==> src/rtl/i2cs_rx_ctrl.sv <==
// i2cs_rx_ctrl: I2C target-side write receiver.
// Oversamples SCL/SDA in the clk domain, detects START/STOP, shifts in the
// address byte and data bytes MSB-first, ACKs a matching write address and
// ACKs data bytes when the sink is ready.
//
// Ports:
//   clk, rst_n   system clock, asynchronous active-low reset
//   i_scl, i_sda asynchronous pad inputs
//   i_rx_rdy     sink can accept a byte (sampled at the ACK decision)
//   o_sda_oe     1 = pull SDA low (ACK)
//   o_data       last received data byte
//   o_data_vld   one-cycle pulse, o_data valid and ACKed
//   o_busy       addressed transaction in progress
//   o_start_pls  one-cycle pulse per START / repeated START
//   o_stop_pls   one-cycle pulse per STOP
module i2cs_rx_ctrl #(
    parameter logic [6:0]  SLV_ADDR = 7'h50,
    parameter int unsigned SYNC_STG = 2
) (
    input  logic       clk,
    input  logic       rst_n,
    input  logic       i_scl,
    input  logic       i_sda,
    input  logic       i_rx_rdy,
    output logic       o_sda_oe,
    output logic [7:0] o_data,
    output logic       o_data_vld,
    output logic       o_busy,
    output logic       o_start_pls,
    output logic       o_stop_pls
);

    typedef enum logic [2:0] {
        StIdle, StAddr, StAddrAck, StData, StDataAck, StIgnore
    } state_t;

    state_t              r_state, w_state_nx;
    logic [SYNC_STG-1:0] r_scl_sync, r_sda_sync;
    logic                r_scl_d, r_sda_d;
    logic [2:0]          r_bit_cnt, w_bit_cnt_nx;
    logic [7:0]          r_shift, w_shift_nx;
    logic                r_byte_done, w_byte_done_nx;
    logic                r_sda_oe, w_sda_oe_nx;
    logic [7:0]          r_data, w_data_nx;
    logic                r_vld, w_vld_nx;
    logic                r_busy, w_busy_nx;
    logic                r_start, w_start_nx;
    logic                r_stop, w_stop_nx;

    logic w_scl_s, w_sda_s;
    logic w_scl_rise, w_scl_fall, w_start, w_stop;

    assign w_scl_s    = r_scl_sync[SYNC_STG-1];
    assign w_sda_s    = r_sda_sync[SYNC_STG-1];
    assign w_scl_rise = w_scl_s & ~r_scl_d;
    assign w_scl_fall = ~w_scl_s & r_scl_d;
    // Requiring SCL high in both samples suppresses START/STOP when SCL and SDA
    // move in the same sample; the SCL edge is then processed instead.
    assign w_start    = w_scl_s & r_scl_d & ~w_sda_s & r_sda_d;
    assign w_stop     = w_scl_s & r_scl_d & w_sda_s & ~r_sda_d;

    // Synchronizers reset high: idle bus.
    always_ff @(posedge clk or negedge rst_n) begin
        if (!rst_n) begin
            r_scl_sync <= '1;
            r_sda_sync <= '1;
            r_scl_d    <= 1'b1;
            r_sda_d    <= 1'b1;
        end else begin
            r_scl_sync <= {r_scl_sync[SYNC_STG-2:0], i_scl};
            r_sda_sync <= {r_sda_sync[SYNC_STG-2:0], i_sda};
            r_scl_d    <= w_scl_s;
            r_sda_d    <= w_sda_s;
        end
    end

    always_ff @(posedge clk or negedge rst_n) begin
        if (!rst_n) begin
            r_state     <= StIdle;
            r_bit_cnt   <= 3'd0;
            r_shift     <= 8'h00;
            r_byte_done <= 1'b0;
            r_sda_oe    <= 1'b0;
            r_data      <= 8'h00;
            r_vld       <= 1'b0;
            r_busy      <= 1'b0;
            r_start     <= 1'b0;
            r_stop      <= 1'b0;
        end else begin
            r_state     <= w_state_nx;
            r_bit_cnt   <= w_bit_cnt_nx;
            r_shift     <= w_shift_nx;
            r_byte_done <= w_byte_done_nx;
            r_sda_oe    <= w_sda_oe_nx;
            r_data      <= w_data_nx;
            r_vld       <= w_vld_nx;
            r_busy      <= w_busy_nx;
            r_start     <= w_start_nx;
            r_stop      <= w_stop_nx;
        end
    end

    always_comb begin
        w_state_nx     = r_state;
        w_bit_cnt_nx   = r_bit_cnt;
        w_shift_nx     = r_shift;
        w_byte_done_nx = r_byte_done;
        w_sda_oe_nx    = r_sda_oe;
        w_data_nx      = r_data;
        w_vld_nx       = 1'b0;
        w_start_nx     = 1'b0;
        w_stop_nx      = 1'b0;

        if (w_start) begin
            w_start_nx     = 1'b1;
            w_bit_cnt_nx   = 3'd0;
            w_byte_done_nx = 1'b0;
            w_sda_oe_nx    = 1'b0;
            w_state_nx     = StAddr;
        end else if (w_stop) begin
            // Any partial byte is simply dropped.
            w_stop_nx      = 1'b1;
            w_bit_cnt_nx   = 3'd0;
            w_byte_done_nx = 1'b0;
            w_sda_oe_nx    = 1'b0;
            w_state_nx     = StIdle;
        end else begin
            case (r_state)
                StAddr, StData: begin
                    if (w_scl_rise) begin
                        w_shift_nx = {r_shift[6:0], w_sda_s};
                        if (r_bit_cnt == 3'd7) begin
                            w_byte_done_nx = 1'b1;
                            w_bit_cnt_nx   = 3'd0;
                            if (r_state == StData) begin
                                w_data_nx = {r_shift[6:0], w_sda_s};
                            end
                        end else begin
                            w_bit_cnt_nx = r_bit_cnt + 3'd1;
                        end
                    end else if (w_scl_fall && r_byte_done) begin
                        // Fall ending bit 8: drive the ACK bit or give up.
                        w_byte_done_nx = 1'b0;
                        if (r_state == StAddr) begin
                            if (r_shift[7:1] == SLV_ADDR && !r_shift[0]) begin
                                w_sda_oe_nx = 1'b1;
                                w_state_nx  = StAddrAck;
                            end else begin
                                w_state_nx  = StIgnore;
                            end
                        end else if (i_rx_rdy) begin
                            w_sda_oe_nx = 1'b1;
                            w_vld_nx    = 1'b1;
                            w_state_nx  = StDataAck;
                        end else begin
                            w_state_nx  = StIgnore;
                        end
                    end
                end
                StAddrAck, StDataAck: begin
                    if (w_scl_fall) begin
                        w_sda_oe_nx  = 1'b0;
                        w_bit_cnt_nx = 3'd0;
                        w_state_nx   = StData;
                    end
                end
                default: ;
            endcase
        end

        w_busy_nx = (w_state_nx != StIdle) && (w_state_nx != StIgnore);
    end

    assign o_sda_oe    = r_sda_oe;
    assign o_data      = r_data;
    assign o_data_vld  = r_vld;
    assign o_busy      = r_busy;
    assign o_start_pls = r_start;
    assign o_stop_pls  = r_stop;

endmodule

==> config.mk <==
export PLATFORM = sky130hd
export DESIGN_NAME = i2cs_rx_ctrl
export DESIGN_NICKNAME = d
export VERILOG_FILES = /design/src/rtl/i2cs_rx_ctrl.sv
export SDC_FILE = /design/constraint.sdc
export NUM_CORES = 1
export LEC_CHECK = 0
export ABC_AREA = 1
export CORE_MARGIN = 2
export CORE_UTILIZATION = 40
export DETAILED_ROUTE_END_ITERATION = 16
export GPL_ROUTABILITY_DRIVEN = 0
export PLACE_DENSITY = 0.67
export SYNTH_ARGS = -nofsm -noshare
export SYNTH_HDL_FRONTEND = slang
export SYNTH_SLANG_ARGS = --single-unit
==> constraint.sdc <==
create_clock -name clk -period 4.3 [get_ports clk]
set_clock_uncertainty 0.15 [all_clocks]
set_input_delay 0.86 -clock clk [delete_from_list [all_inputs] [get_ports clk]]
set_output_delay 0.86 -clock clk [all_outputs]
set_load 0.1 [all_outputs]
# --- After elaboration in Yosys (flattened, before gate mapping) ---
# Index checks and enable logic that the tools add are counted.
# W data, S select, Z words.
classes:
  shifts: 0
  div_mod_pow: 0
  muxes: 40
  eq_ne: 14
  add_sub_neg: 1
  magnitude_cmp: 0
  mul: 0
  n_reduce_logical: 15
  bitwise: 13
ops:
  columns: ["cell", "count"]
  rows:
  - ["$mux W3", 12]
  - ["$mux W1", 25]
  - ["$ne A4 B4 Y1 const B", 4]
  - ["$pmux W3 S2", 2]
  - ["$reduce_and A6 Y1", 2]
  - ["$ne A5 B5 Y1 const B", 2]
  - ["$reduce_bool A4 Y1", 2]
  - ["$and A1 B1 Y1", 7]
  - ["$eq A7 B7 Y1 const B", 1]
  - ["$eq A3 B2 Y1 const B", 2]
  - ["$eq A3 B3 Y1 const B", 2]
  - ["$not A1 Y1", 6]
  - ["$reduce_and A3 Y1", 2]
  - ["$reduce_bool A3 Y1", 2]
  - ["$ne A4 B1 Y1 const B", 1]
  - ["$reduce_and A4 Y1", 1]
  - ["$reduce_or A2 Y1", 2]
  - ["$add A3 B1 Y3 const B", 1]
  - ["$eq A3 B1 Y1 const B", 1]
  - ["$logic_and A1 B1 Y1", 3]
  - ["$ne A3 B3 Y1 const B", 1]
  - ["$pmux W1 S2", 1]
  - ["$logic_not A1 Y1", 1]
totals:
  memories: 0
  regBits: 34
  mem_bits_rw: 0
  romBits: 0
  input_bits: 5
  out_inout_bits: 13
  wordCells: 97
  latch_bits: 0

# --- Logic depth before layout (Yosys ltp) ---
# Gate-level depths: netlist of the first run.
logic_depth:
  depth_word: 11
  depth_mapped: 12
  depth_no_buf: 12

# --- Worst setup path before layout of the first run ---
# Ideal clock, no wire load.
synth_path:
  path_type: "flip-flop to output port"
  startpoint: "register r_data[0] (netlist: o_data[0])"
  endpoint: "output port o_data[0]"
  setup_slack_ns: 2.379
  path_stages_with_launch: 1
  required_time_ns: 3.290
  path_buffers: 0
  t_arrival_ns: 0.911
  cell_sequence: "dfrtp_1"
synth_rtl:
  columns: ["item", "line_no", "text"]
  rows:
  - ["from (decl)", "44", "logic [7:0] r_data, w_data_nx;"]
  - ["from (signal assigned)", "95", "r_data <= w_data_nx;"]
  - ["to (decl)", "26", "output logic [7:0] o_data,"]
# No word-level cell between the ends.

# --- Final worst setup path of the first run ---
layout_path:
  startpoint: "register r_data[0] (netlist: o_data[0])"
  endpoint: "output port o_data[0]"
# No word-level cell between the ends.

==> results of run 1 <==
[logic make-up after synthesis]
logic type,synth area share
AOI/OAI and AO/OA,0.127
adders and majority gates,0.0160
and+or+nand+nor,0.233
buffers and inverters,0.0746
DFF,0.550
[cell usage in the layout (no fill, tap or decap), types with 5 or more instances in the layout]
master	netlist	routed
o21ai_2	9	9
o21ai_0	9	9
dfstp_2	6	6
inv_1	13	13
clkdlybuf4s50_1	0	17
dfrtp_1	28	28
nand3_1	6	6
nor2_1	11	11
clkbuf_8	0	6
o21ai_1	5	5
nand2_1	46	46
[state kept, by name, summed over array words and instances (netlist names), 2 cells and up]
signal,flops
o_data,8
r_bit_cnt,3
r_scl_sync,2
r_sda_sync,2
r_shift,8
r_state,3
[routing by layer]
layer | share of wire | vias up | global-route usage
li1 | - | 567 | -
met1 | 0.47 | 529 | 0.194
met2 | 0.48 | 23 | 0.234
met3 | 0.044 | 3 | 0.0507
met4 | 0.0077 | 0 | 0.0587
met5 | 0 | - | 0
[worst paths after layout]
kind | startpoint | to | slack [ns] | cells past startpoint
setup / recovery | o_data[0] | o_data[0] | 1.51 | 1
hold / removal | r_scl_sync[0] | r_scl_sync[1] | 0.21 | 0
setup reg to reg | r_sda_sync[1] | o_data[1] | 2.44 | 9
hold reg to reg | r_scl_sync[0] | r_scl_sync[1] | 0.21 | 0
max in group asynchronous | rst_n | r_sda_d | 2.84 | 2
min in group asynchronous | rst_n | r_byte_done | 0.83 | 2
[through the flow]
stage | hold WS (ns) | power (mW)
floorplan | 0.195 | 0.846
CTS | 0.208 | 1.19
global placement | 0.196 | 0.930
finish | 0.209 | 1.18
global route | 0.215 | 1.28
detailed placement | 0.199 | 0.949
[power by group through the flow]
stage,Combinational [mW],Sequential (mW),Clock (mW)
floorplan,0.306,0.541,0
global placement,0.468,0.461,0
detailed placement,0.484,0.465,0
CTS,0.485,0.461,0.243
global route,0.544,0.474,0.261
finish,0.484,0.462,0.234
[layout make-up]
| class | instances | share of cell area |
|---|---|---|
| repair buffers | 18 | 0.0956 |
| inverters | 20 | 0.0491 |
| flip-flops and latches | 34 | 0.462 |
| well taps | 48 | 0.0323 |
| multi-input cells | 107 | 0.315 |
| clock buffers | 7 | 0.0464 |
==> results.ini, run 1 <==
[final_layout]
multi_input_area_sq_um = 586
drive_gt1_frac = 0.210
seq_area_sq_um = 858
final_area_sq_mm = 0.00186
diodes = 0
syn_to_final_growth_pct = 19.2
nNetsFinal = 193
final_util = 0.500
stdcell_count = 234
fillers = 340

[timing]
tightest_slew_ns = 0.968
fin_tns_setup_ns = 0
fin_crit_sh = 0.648
rsz0062_at_grt = no
layout_setup_ws_ns = 1.51
period_needed_ns = 2.79
hold_viol_final = 0
maxSlewHeadroom = 0.353
finalSetupViolations = 0
maxSlewViolCount = 0
fmax_mhz = 359

[critical_path]
cp.required_ns = 3.29
crit_family = buffers and inverters
endpoint_kind = primary output
cpPeakStageDelay_ns = 1.14
cp_max_fo = 2
worstPathArrival_ns = 1.78
cp_cell_sequence = clkdlybuf4s50_1
cpMaxStageDelayCell = clkdlybuf4s50_1
path_buf_inv = 1
crit_type = reg -> out
cp-start-kind = flip-flop

[clock_network]
clock-sinks = 34
postCtsHoldBufs = 0
cts_post_setup_buffers_inserted = 0
cts_tree = yes
root_buffer = clkbuf_8
clk_latency_ns = 0.29
clkSlewWorstSetupHoldPaths_ns = 0.06
post_cts_resized = 0
cts_buffers = 5
cts_max_path_buffers = 2
cts.htree.levels = 2

[drt]
vias = 1122
drc = 0
drt-pass1-iter-count = 4
ant_nets = 0
drt-vias-per-instance = 4.79
drt-initial-drc-count = 53
post_drt_wl_per_cell_microns = 11.6
routed_wl_mm = 2.72

[global_routing]
grt.overflow.total = 0
antenna_found_initial = 0
grt_usage = 0.151
grt_first_pass_wirelength_mm = 4.91
grt_max_degree = 35
grt_pass1_vias = 1109

[floorplanning]
die_x_microns = 66.5
start_util = 0.420
core_area_sq_mm = 0.00372
placementRows = 22
dieHeight_microns = 66.5
ioPinCount = 18
dieArea_sq_mm = 0.00442

[place]
dpl_cell_area_sq_mm = 0.00177
hpwlAfterDp_mm = 1.97
dp_slack_ns = 1.81
io_buffers = 17
dpl.cell_count = 227

[synth]
synthDistinctLibCells = 28
synthDominantCellAreaShare = 0.449
yosys.cell_count.top_type = nand2_1
synth_commonest_cells = 46 x nand2_1, 28 x dfrtp_1, 13 x inv_1
ys_seq_area_frac = 0.550
synthCells = 163
synth_top_flop_cell = dfrtp_1
synthArstFlopShare = 1.00
synth_area_sq_mm = 0.00156
yosys-top-cells-area = dfrtp_1 45%, nand2_1 11%, dfstp_2 10%
synthesis.nets = 170
syn-mean-instance-area_sq_um = 9.57
ys_warn_count = 0
synth_edf_count = 0
synth-seq-cells = 34
yosysTopAreaCell = dfrtp_1

[power]
power.net_switching_mw = 0.488
power.share.combinational = 0.410
internal-power_mw = 0.692
p_per_area_mw_per_mm2 = 634
clkPwrFrac = 0.198
peakVddDrop_mv = 0.288
p_leak_nw = 0.872
p_seq_frac = 0.392
swShare = 0.414

[hold_path]
hold_path_class = reg -> reg

[job]
maxCapViolations = 0

[run_status]
status = finished, final reports clean

(Power assumes the default switching activity.)
==> run 2, diff against run 1 <==
--- a/config.mk
+++ b/config.mk
@@ -10,7 +10,7 @@
 export CORE_UTILIZATION = 40
 export DETAILED_ROUTE_END_ITERATION = 16
 export GPL_ROUTABILITY_DRIVEN = 0
-export PLACE_DENSITY = 0.67
+export PLACE_DENSITY = 0.7
 export SYNTH_ARGS = -nofsm -noshare
 export SYNTH_HDL_FRONTEND = slang
 export SYNTH_SLANG_ARGS = --single-unit
==> constraint.sdc (replaced) <==
create_clock -name clk -period 2.4 [get_ports clk]
set_clock_uncertainty 0.15 [all_clocks]
set_input_delay 0.48 -clock clk [delete_from_list [all_inputs] [get_ports clk]]
set_output_delay 0.48 -clock clk [all_outputs]
set_load 0.1 [all_outputs]
==> results.ini, run 2 (synthesis results as in run 1) <==
[clock_network]
cts_tree = yes
cts_max_path_buffers = 2
cts.htree.levels = 2
clk_latency_ns = 0.29
clkSlewWorstSetupHoldPaths_ns = 0.06
root_buffer = clkbuf_8
post_cts_resized = 0
cts_post_setup_buffers_inserted = 0
cts_buffers = 5
clock-sinks = 34
postCtsHoldBufs = 0

[run_status]
status = finished, final reports clean

[drt]
drt-vias-per-instance = 4.83
drt-pass1-iter-count = 4
routed_wl_mm = 2.60
vias = 1135
drt-initial-drc-count = 51
post_drt_wl_per_cell_microns = 11.1
ant_nets = 0
drc = 0

[global_routing]
grt.overflow.total = 0
grt-busiest-layer = met2
antenna_found_initial = 0
grt_util_met3 = 0.0709
grt_max_degree = 35
grt_pass1_vias = 1163
grt_first_pass_wirelength_mm = 5.00
grt_use_met1 = 0.175
use_met2 = 0.234
grt_usage = 0.157

[power]
p_leak_nw = 0.910
peakVddDrop_mv = 0.375
p_per_area_mw_per_mm2 = 1170
clkPwrFrac = 0.224
internal-power_mw = 1.29
power.net_switching_mw = 0.868
p_seq_frac = 0.382
p_total_mw = 2.16
power.share.combinational = 0.394
swShare = 0.402

[floorplanning]
die_x_microns = 66.5
dieHeight_microns = 66.5
start_util = 0.420
dieArea_sq_mm = 0.00442
core_area_sq_mm = 0.00372
ioPinCount = 18
placementRows = 22

[timing]
hold_viol_final = 0
finalSetupViolations = 0
maxSlewHeadroom = 0.681
fin_tns_setup_ns = 0
tightest_slew_ns = 0.477
hold_slack_ns = 0.205
fin_crit_sh = 0.757
fmax_mhz = 550
period_needed_ns = 1.82
layout_setup_ws_ns = 0.583
rsz0062_at_grt = no
maxSlewViolCount = 0

[final_layout]
most-common-layout-cells = 46 x nand2_1, 28 x dfrtp_1, 14 x buf_4
drive_gt1_frac = 0.289
final_util = 0.498
mostFrequentLayoutCell = nand2_1
final_area_sq_mm = 0.00185
diodes = 0
syn_to_final_growth_pct = 18.6
stdcell_count = 235
nNetsFinal = 193

[critical_path]
cp.required_ns = 2.43
rrSetupSlack_ns = 0.58
cp_max_fo = 17
crit_type = reg -> reg
cp-start-kind = flip-flop
endpoint_kind = flip-flop
worstPathArrival_ns = 1.84

[place]
dpl_cell_area_sq_mm = 0.00174
io_buffers = 17
hpwlAfterDp_mm = 1.89
dpl.cell_count = 227
dp_slack_ns = 0.596

[hold_path]
hold_path_class = reg -> reg

[job]
maxCapViolations = 0

-- run 2: cell types whose count changed in the layout (fill, tap and decap cells not counted) --
cell and change:
clkbuf_8 +2, clkdlybuf4s50_1 -13, buf_4 +13, clkbuf_1 -1
-- run 2: path summary, 6_finish.rpt --
| check | depth (start not counted) | to | start |
|---|---|---|---|
| min in group asynchronous | 2 | o_data[6] | rst_n |
| hold / removal | 0 | r_sda_sync[1] | r_sda_sync[0] |
| setup / recovery | 7 | o_sda_oe | r_scl_d |
| max in group asynchronous | 2 | r_scl_sync[1] | rst_n |
| hold reg to reg | 0 | r_sda_sync[1] | r_sda_sync[0] |
| setup reg to reg | 7 | o_sda_oe | r_scl_d |
-- run 2: cell type report --
class	count	area, sq um
clock buffers	8	110
fillers	341	1870
well taps	48	60.1
inverters	20	91.3
flip-flops and latches	34	858
repair buffers	18	145
multi-input cells	107	586
-- run 2: critical path, cell delays in order, from the launching register on --
cell and delay [ns]:
dfstp_2 0.56, inv_1 0.06, nand2_1 0.12, inv_2 0.09
nand2_1 0.37, nand2_1 0.15, o21ai_1 0.15, nand2_1 0.05
-- run 2: power by group through the flow --
stage / logic, mW / registers [mW] / clock network, mW
after global placement: 0.841 / 0.829 / 0
after detailed placement: 0.854 / 0.836 / 0
after floorplan: 0.548 / 0.968 / 0
final: 0.850 / 0.825 / 0.485
after CTS: 0.857 / 0.826 / 0.505
after global routing: 0.982 / 0.847 / 0.536
-- run 2: layer usage --
layer	vias up	wire (microns)
li1	571	-
met1	515	1110
met3	12	197
met4	0	105
met5	-	0
met2	37	1180
